### src/rtl/fifo_256_rr_sched_if.sv
// fifo_256_rr_sched_if: lane source FIFO read ports and shared sink FIFO write port
//   src_dout  [1023:0] lane i word on [256*i+255:256*i], valid the cycle after src_rd_en[i]
//   src_empty [3:0]    lane FIFO empty flags
//   src_rd_en [3:0]    lane FIFO read strobes (scheduler drives)
//   dst_din   [255:0]  sink write data (scheduler drives)
//   dst_wr_en          sink write strobe (scheduler drives)
//   dst_full           sink threshold-full flag
interface fifo_256_rr_sched_if;
  logic [1023:0] src_dout;
  logic [3:0] src_empty;
  logic [3:0] src_rd_en;
  logic [255:0] dst_din;
  logic dst_wr_en;
  logic dst_full;
  modport master (input src_dout, src_empty, dst_full, output src_rd_en, dst_din, dst_wr_en);
  modport slave (output src_dout, src_empty, dst_full, input src_rd_en, dst_din, dst_wr_en);
endinterface

### src/rtl/fifo_256_rr_sched.sv
// fifo_256_rr_sched: round-robin burst scheduler draining four lane FIFOs into one sink FIFO
//   clk    system clock
//   rst_n  synchronous active-low reset
//   ch_en  per-lane enable mask
//   bus    lane read ports and sink write port (master side)
//   grant  one-hot lane currently owning the sink, 0 when idle
//   busy   high while a burst is active or words are still in flight
module fifo_256_rr_sched #(
  parameter int BURST_LEN = 16
) (
  input  logic clk,
  input  logic rst_n,
  input  logic [3:0] ch_en,
  fifo_256_rr_sched_if.master bus,
  output logic [3:0] grant,
  output logic busy
);
  typedef enum logic [1:0] {IDLE, BURST, DONE} state_t;
  localparam logic [7:0] LEN = 8'(BURST_LEN);
  state_t state, state_nxt;
  logic [1:0] g, last, sel, cand, sel_d1;
  logic [7:0] cnt;
  logic found, rd, burst_end, rd_d1;
  // search last+1 .. last+4 (mod 4); walking the offsets downward leaves the nearest hit in sel
  always_comb begin
    sel = last;
    cand = last;
    found = 1'b0;
    for (int k = 4; k >= 1; k--) begin
      cand = last + 2'(k);
      if (ch_en[cand] && !bus.src_empty[cand]) begin
        sel = cand;
        found = 1'b1;
      end
    end
  end
  always_comb begin
    rd = state == BURST && ch_en[g] && !bus.src_empty[g] && !bus.dst_full && cnt < LEN;
    bus.src_rd_en = rd ? 4'b0001 << g : 4'b0000;
    // a stalled burst (full, not empty) stays put; a disabled or drained lane ends it
    burst_end = !ch_en[g] || (rd && cnt == LEN - 8'd1) || (!rd && bus.src_empty[g]);
    state_nxt = state == IDLE ? (found ? BURST : IDLE) :
                state == BURST ? (burst_end ? DONE : BURST) : IDLE;
  end
  always_ff @(posedge clk) begin
    if (!rst_n) begin
      state <= IDLE;
      grant <= '0;
      g <= '0;
      last <= 2'd3;
      cnt <= '0;
    end else begin
      state <= state_nxt;
      if (state == IDLE && found) begin
        grant <= 4'b0001 << sel;
        g <= sel;
        cnt <= '0;
      end
      if (rd) cnt <= cnt + 8'd1;
      if (state == DONE) begin
        last <= g;
        grant <= '0;
      end
    end
  end
  // two-stage datapath: the lane word appears the cycle after its read, then is registered out
  always_ff @(posedge clk) begin
    if (!rst_n) begin
      rd_d1 <= 1'b0;
      sel_d1 <= '0;
      bus.dst_wr_en <= 1'b0;
      bus.dst_din <= '0;
    end else begin
      rd_d1 <= rd;
      sel_d1 <= g;
      bus.dst_wr_en <= rd_d1;
      if (rd_d1) bus.dst_din <= bus.src_dout[{sel_d1, 8'h00} +: 256];
    end
  end
  assign busy = state != IDLE || rd_d1 || bus.dst_wr_en;
endmodule

### src/flat_wrapper.sv
// flat-port wrapper written by rule: the top's interface ports become plain ports
module fifo_256_rr_sched_flat 
#(
  parameter int BURST_LEN = 16
)
  (clk, rst_n, ch_en, grant, busy, bus_src_dout, bus_src_empty, bus_dst_full, bus_src_rd_en, bus_dst_din, bus_dst_wr_en);
  fifo_256_rr_sched_if bus_i ();
  input  logic clk;
  input  logic rst_n;
  input  logic [3:0] ch_en;
  output logic [3:0] grant;
  output logic busy;
  input wire logic [$bits(bus_i.src_dout)-1:0] bus_src_dout;
  input wire logic [$bits(bus_i.src_empty)-1:0] bus_src_empty;
  input wire logic [$bits(bus_i.dst_full)-1:0] bus_dst_full;
  output wire logic [$bits(bus_i.src_rd_en)-1:0] bus_src_rd_en;
  output wire logic [$bits(bus_i.dst_din)-1:0] bus_dst_din;
  output wire logic [$bits(bus_i.dst_wr_en)-1:0] bus_dst_wr_en;
  assign bus_i.src_dout = bus_src_dout;
  assign bus_i.src_empty = bus_src_empty;
  assign bus_i.dst_full = bus_dst_full;
  assign bus_src_rd_en = bus_i.src_rd_en;
  assign bus_dst_din = bus_i.dst_din;
  assign bus_dst_wr_en = bus_i.dst_wr_en;
  fifo_256_rr_sched #(.BURST_LEN(BURST_LEN)) u_core (.clk(clk), .rst_n(rst_n), .ch_en(ch_en), .bus(bus_i), .grant(grant), .busy(busy));
endmodule
### config.mk
export PLATFORM = sky130hd
export DESIGN_NAME = fifo_256_rr_sched_flat
export DESIGN_NICKNAME = d
export VERILOG_FILES = /design/src/rtl/fifo_256_rr_sched_if.sv /design/src/rtl/fifo_256_rr_sched.sv /design/src/flat_wrapper.sv
export SDC_FILE = /design/constraint.sdc
export NUM_CORES = 1
export LEC_CHECK = 0
export CORE_AREA = 2 2 503 505
export DETAILED_ROUTE_END_ITERATION = 8
export DIE_AREA = 0 0 505 507
export GPL_TIMING_DRIVEN = 0
export PLACE_DENSITY_LB_ADDON = 0.15
export REMOVE_ABC_BUFFERS = 1
export SYNTH_ARGS = -nofsm -noshare
export SYNTH_HDL_FRONTEND = slang
export SYNTH_SLANG_ARGS = --single-unit
### constraint.sdc
create_clock -name clk -period 3.47 [get_ports clk]
set_clock_uncertainty 0.1 [all_clocks]
set_input_delay 0.694 -clock clk [delete_from_list [all_inputs] [get_ports clk]]
set_output_delay 0.694 -clock clk [all_outputs]
set_load 0.005 [all_outputs]
Word level (Yosys, flattened, before mapping) --
Cells that the tools add are included.
Operators by class: $add $sub $neg 4, $lt $le $gt $ge 6, equality and inequality tests 3, shifts and indexed selects 3, multiplexer cells 34, bitwise logic cells 1, reduce and logical (&&, ||, !) cells 27
Operators with widths (number):
- 1024-bit by 11-bit variable part select with 256-bit output | 1
- 1-bit binary-select mux with 2-bit select | 10
- 8-bit 2-to-1 mux | 2
- 2-bit by 3-bit < comparator with 1-bit output (second input constant) | 5
- 1-bit 2-to-1 mux | 15
- 2-bit 2-to-1 mux | 6
- 1-bit logical AND | 11
- 8-bit by 1-bit adder with 8-bit output (second input constant) | 1
- 8-bit by 4-bit == test with 1-bit output (second input constant) | 1
- 1-bit logical NOT | 8
- 8-bit by 5-bit < comparator with 1-bit output (second input constant) | 1
- 1-bit by 2-bit left shift with 4-bit output (first input constant) | 2
- 2-bit adder (second input constant) | 2
- 1-bit logical OR | 4
- 4-bit 2-to-1 mux | 1
- 2-bit nonzero test | 2
- 2-bit by 1-bit adder with 2-bit output (second input constant) | 1
- 2-bit by 1-bit == test with 1-bit output (second input constant) | 1
- 2-bit == test (second input constant) | 1
- 2-bit logical NOT | 1
- 2-bit OR reduction | 1
- 1-bit inverter | 1
Word-level totals: register bits after elaboration 278, input bits 1035, output and inout bits 266, logic and storage cells 87

Logic depth before layout (Yosys ltp) --
depth after elaboration 12, depth in mapped cells 6, gate-level depth less buffers 5

Worst setup path after synthesis --
No wires, ideal clock.
path type input to output, start point input bus_src_empty[1], end point output bus_src_rd_en[2], arrival 1.891 ns, required time 2.676 ns, setup slack 0.785 ns, stages on the path 5, path buffers 1, path through nand2b_4 mux4_2 or2_1 buf_6 nor3b_1
On the way: longest elaborated chain between the ends 7
Ends and longest elaborated chain:
- start: declaration | RTL line flat_wrapper.sv:14 | input wire logic [$bits(bus_i.src_empty)-1:0] bus_src_empty;
- 1-bit binary-select mux with 2-bit select | RTL line fifo_256_rr_sched.sv:38 | rd = state == BURST && ch_en[g] && !bus.src_empty[g] && !bus.dst_full && cnt < LEN;
- 1-bit 2-to-1 mux (not written as such) | RTL line fifo_256_rr_sched.sv:38
- 1-bit logical NOT | RTL line fifo_256_rr_sched.sv:38
- 1-bit logical AND (3 in series) | RTL line fifo_256_rr_sched.sv:38
- 4-bit 2-to-1 mux | RTL line fifo_256_rr_sched.sv:39 | bus.src_rd_en = rd ? 4'b0001 << g : 4'b0000;
- end: declaration | RTL line flat_wrapper.sv:16 | output wire logic [$bits(bus_i.src_rd_en)-1:0] bus_src_rd_en;
Every way passes these cells. The select of a mux whose other input is x is not followed.

Worst setup path after layout --
start point input bus_src_empty[2], end point output bus_src_rd_en[2]
Same word-level chain as after synthesis.

==> qor.yml <==
clock_tree:
  cts_tree: "done"
  postCtsHoldBufs: 0
  cts.sinks: 278
  path_clk_slew_ns: 0.05
  clockRootBuffer: "clkbuf_16"
  cts-htree-levels: 2
  clk_path_buf_depth: 3
  cts_made_buffers: 49
  clk_latency_ns: 0.66
flow_run:
  maxCapViolations: 0
yosys:
  synth_area_leader_cell: "mux4_2"
  synth_top_area_share_pct: 35.8
  synthTopCellsByArea: "mux4_2 (36%), dfxtp_1 (34%), mux2i_1 (16%)"
  ys_async_sr_fraction_pct: 0
  syn_inst: 1253
  ys.warnings.count: 0
  ys_ff_latch: 278
  synth_edf_count: 0
  syn-cell-area_um2: 16100
  ys_seq_area_share_pct: 34.5
  synth_cell_types: 39
  synth_ff_type: "dfxtp_1"
  syn_avg_cell_area_um2: 12.9
placed_design:
  dp_slack_ns: -0.540
  dp_hpwl_um: 144000
  dp.cells: 5803
  gp_congestion: 0.832
  place.port_buffers: 1300
power_and_ir_drop:
  total_power_mw: 11.3
  ir_worst_vdd_v: 0.000316
  power_density_nw_per_um2: 321
  power.leakage_nw: 10.5
timing:
  setup_viol: 0
  tightest_slew_ns: 0.859
  fin_crit_ns: 3.36
  max_freq_mhz: 298
  setup_ws_ns: 0.109
  rsz0062_at_grt: "false"
  hold_viol: 0
  finalCritPeriodShare_pct: 96.9
  slew_headroom_pct: 42.8
  finalMaxSlewViolations: 0
setup_path:
  startpoint_type: "input port"
  crit_arrival_ns: 2.57
  cp_slowest_stage_delay_ns: 0.49
  critPathSlowestCell: "mux4_2"
  cp_top_family: "simple AND/OR/NAND/NOR gates"
  path_buf_inv: 2
  path_max_fanout: 9
  critPathRequiredTime_ns: 2.68
  path_cells: "clkdlybuf4s50_1, nand2b_1, mux4_2, or2_4, nor3b_2, dlygate4sd2_1"
  end_kind: "output pin"
  path_class: "input port to output pin"
routing:
  vias: 17200
  routed_via_density: 2.90
  drcViolationCount: 0
  drt_iter0_drc: 641
  firstDrtPassIters: 4
  ant_nets: 0
  routed_wl_um: 166000
  wire_per_inst_um: 28.1
floorplanning:
  rows: 184
  die-area_um2: 256000
  initial_core_util_pct: 6.45
  die_w_um: 505
  coreArea_um2: 250000
  die_h_um: 507
  io_pins: 1301
global_route:
  grt_pass1_wl_um: 208000
  grt_start_max_net_pins: 83
  grt_pass1_vias: 17900
  track_usage_pct: 12.5
  grt_overflow: 0
  antenna_found_initial: 185
cells_and_area:
  final_common_cell: "clkdlybuf4s50_1"
  nets: 3544
  area_growth_pct: 117
  layout-drive-gt1-share_pct: 14.2
  mostFrequentLayoutCells: "clkdlybuf4s50_1 (1294), dfxtp_1 (274), mux2i_1 (259)"
  final_cell_count_no_fill: 5909
run_status:
  status: "complete, no violations"
worst_hold_path:
  hold_path_class: "register to register"
==> worst paths after layout <==
kind / from / to / slack, ns / cells past startpoint
max: bus_src_empty[2] / bus_src_rd_en[2] / 0.11 / 6
min: u_core.cnt[5] / u_core.cnt[5] / 0.38 / 1
max reg2reg: u_core.sel_d1[0] / u_core.bus.dst_din[111] / 0.44 / 6
min reg2reg: u_core.cnt[5] / u_core.cnt[5] / 0.38 / 1
==> cell usage after synthesis (all sizes together), types with 2 or more instances <==
master,n
dfxtp,278
mux2i,259
mux4,257
nor2,169
nor2b,99
buf,71
clkbuf,49
nand2,11
nand3,9
o21ai,7
and2,6
nand2b,6
and3,3
a21boi,2
a21oi,2
a32o,2
and4,2
nor3,2
nor3b,2
o211ai,2
or2,2
or3,2
==> layout make-up <==
cell class,count,area [µm²]
fillers,28300,215000
repair buffers,1324,13600
multi-input cells,854,10100
flip-flops and latches,278,5580
well taps,3348,4190
clock buffers,77,1450
clock inverters,6,86.3
diodes,21,52.6
inverters,1,11.3
==> registers in the layout (all words and copies together) (netlist names) <==
signal and cells:
u_core.g 2, u_core.sel_d1 2, u_core.rd_d1 1, u_core.bus.dst_din 256, u_core.last 2, u_core.bus.dst_wr_en 1, u_core.state 2, u_core.cnt 8
u_core.grant 4
==> layer usage <==
layer | part of all wire, % | global-route usage, % | routed length, µm | vias to the layer above
li1 | - | - | - | 7347
met1 | 38 | 13.7 | 62400 | 8219
met2 | 48 | 21.3 | 79200 | 1135
met3 | 13 | 7.21 | 21200 | 337
met4 | 1.6 | 1.46 | 2680 | 120
met5 | 0.47 | 0 | 789 | -
==> logic make-up after synthesis <==
group | count (synthesis) | share of synthesized area, %
fa+ha+maj | 1 | 0.0775
mux | 516 | 51.9
buf+inv | 121 | 3.12
simple gates | 314 | 9.44
flops | 278 | 34.5
compound gates | 23 | 1.01
==> per-stage QoR <==
stage / hold WS, ns / setup TNS, ns / utilization [%] / instance area (µm²)
2_1_floorplan: 0.354 / -2142.85 / - / 15600
3_3_place_gp: 0.375 / -4036.99 / 13.1 / 32900
3_5_place_dp: 0.380 / -1.60 / 13.4 / 33500
4_1_cts: 0.355 / 0 / 14.0 / 35000
5_1_grt: 0.390 / 0 / 14.0 / 35000
6_report: 0.384 / 0 / 14.0 / 35100
==> report_power, final <==
part / switching (mW) / internal [mW] / leakage [nW] / total [mW]
registers: 0.0776 / 3.25 / 2.24 / 3.33
clock network: 2.11 / 2.98 / 0.748 / 5.09
logic: 0.981 / 1.87 / 7.53 / 2.85
total: 3.17 / 8.10 / 10.5 / 11.3
==> timing repair <==
action / 4_1_cts / 5_1_grt
gates resized for setup: 10 / 1
pin swaps: 1 / 0
setup buffers: 2 / 0
setup endpoints to repair: 4 / 1
Power figures use the tool's default switching activity.
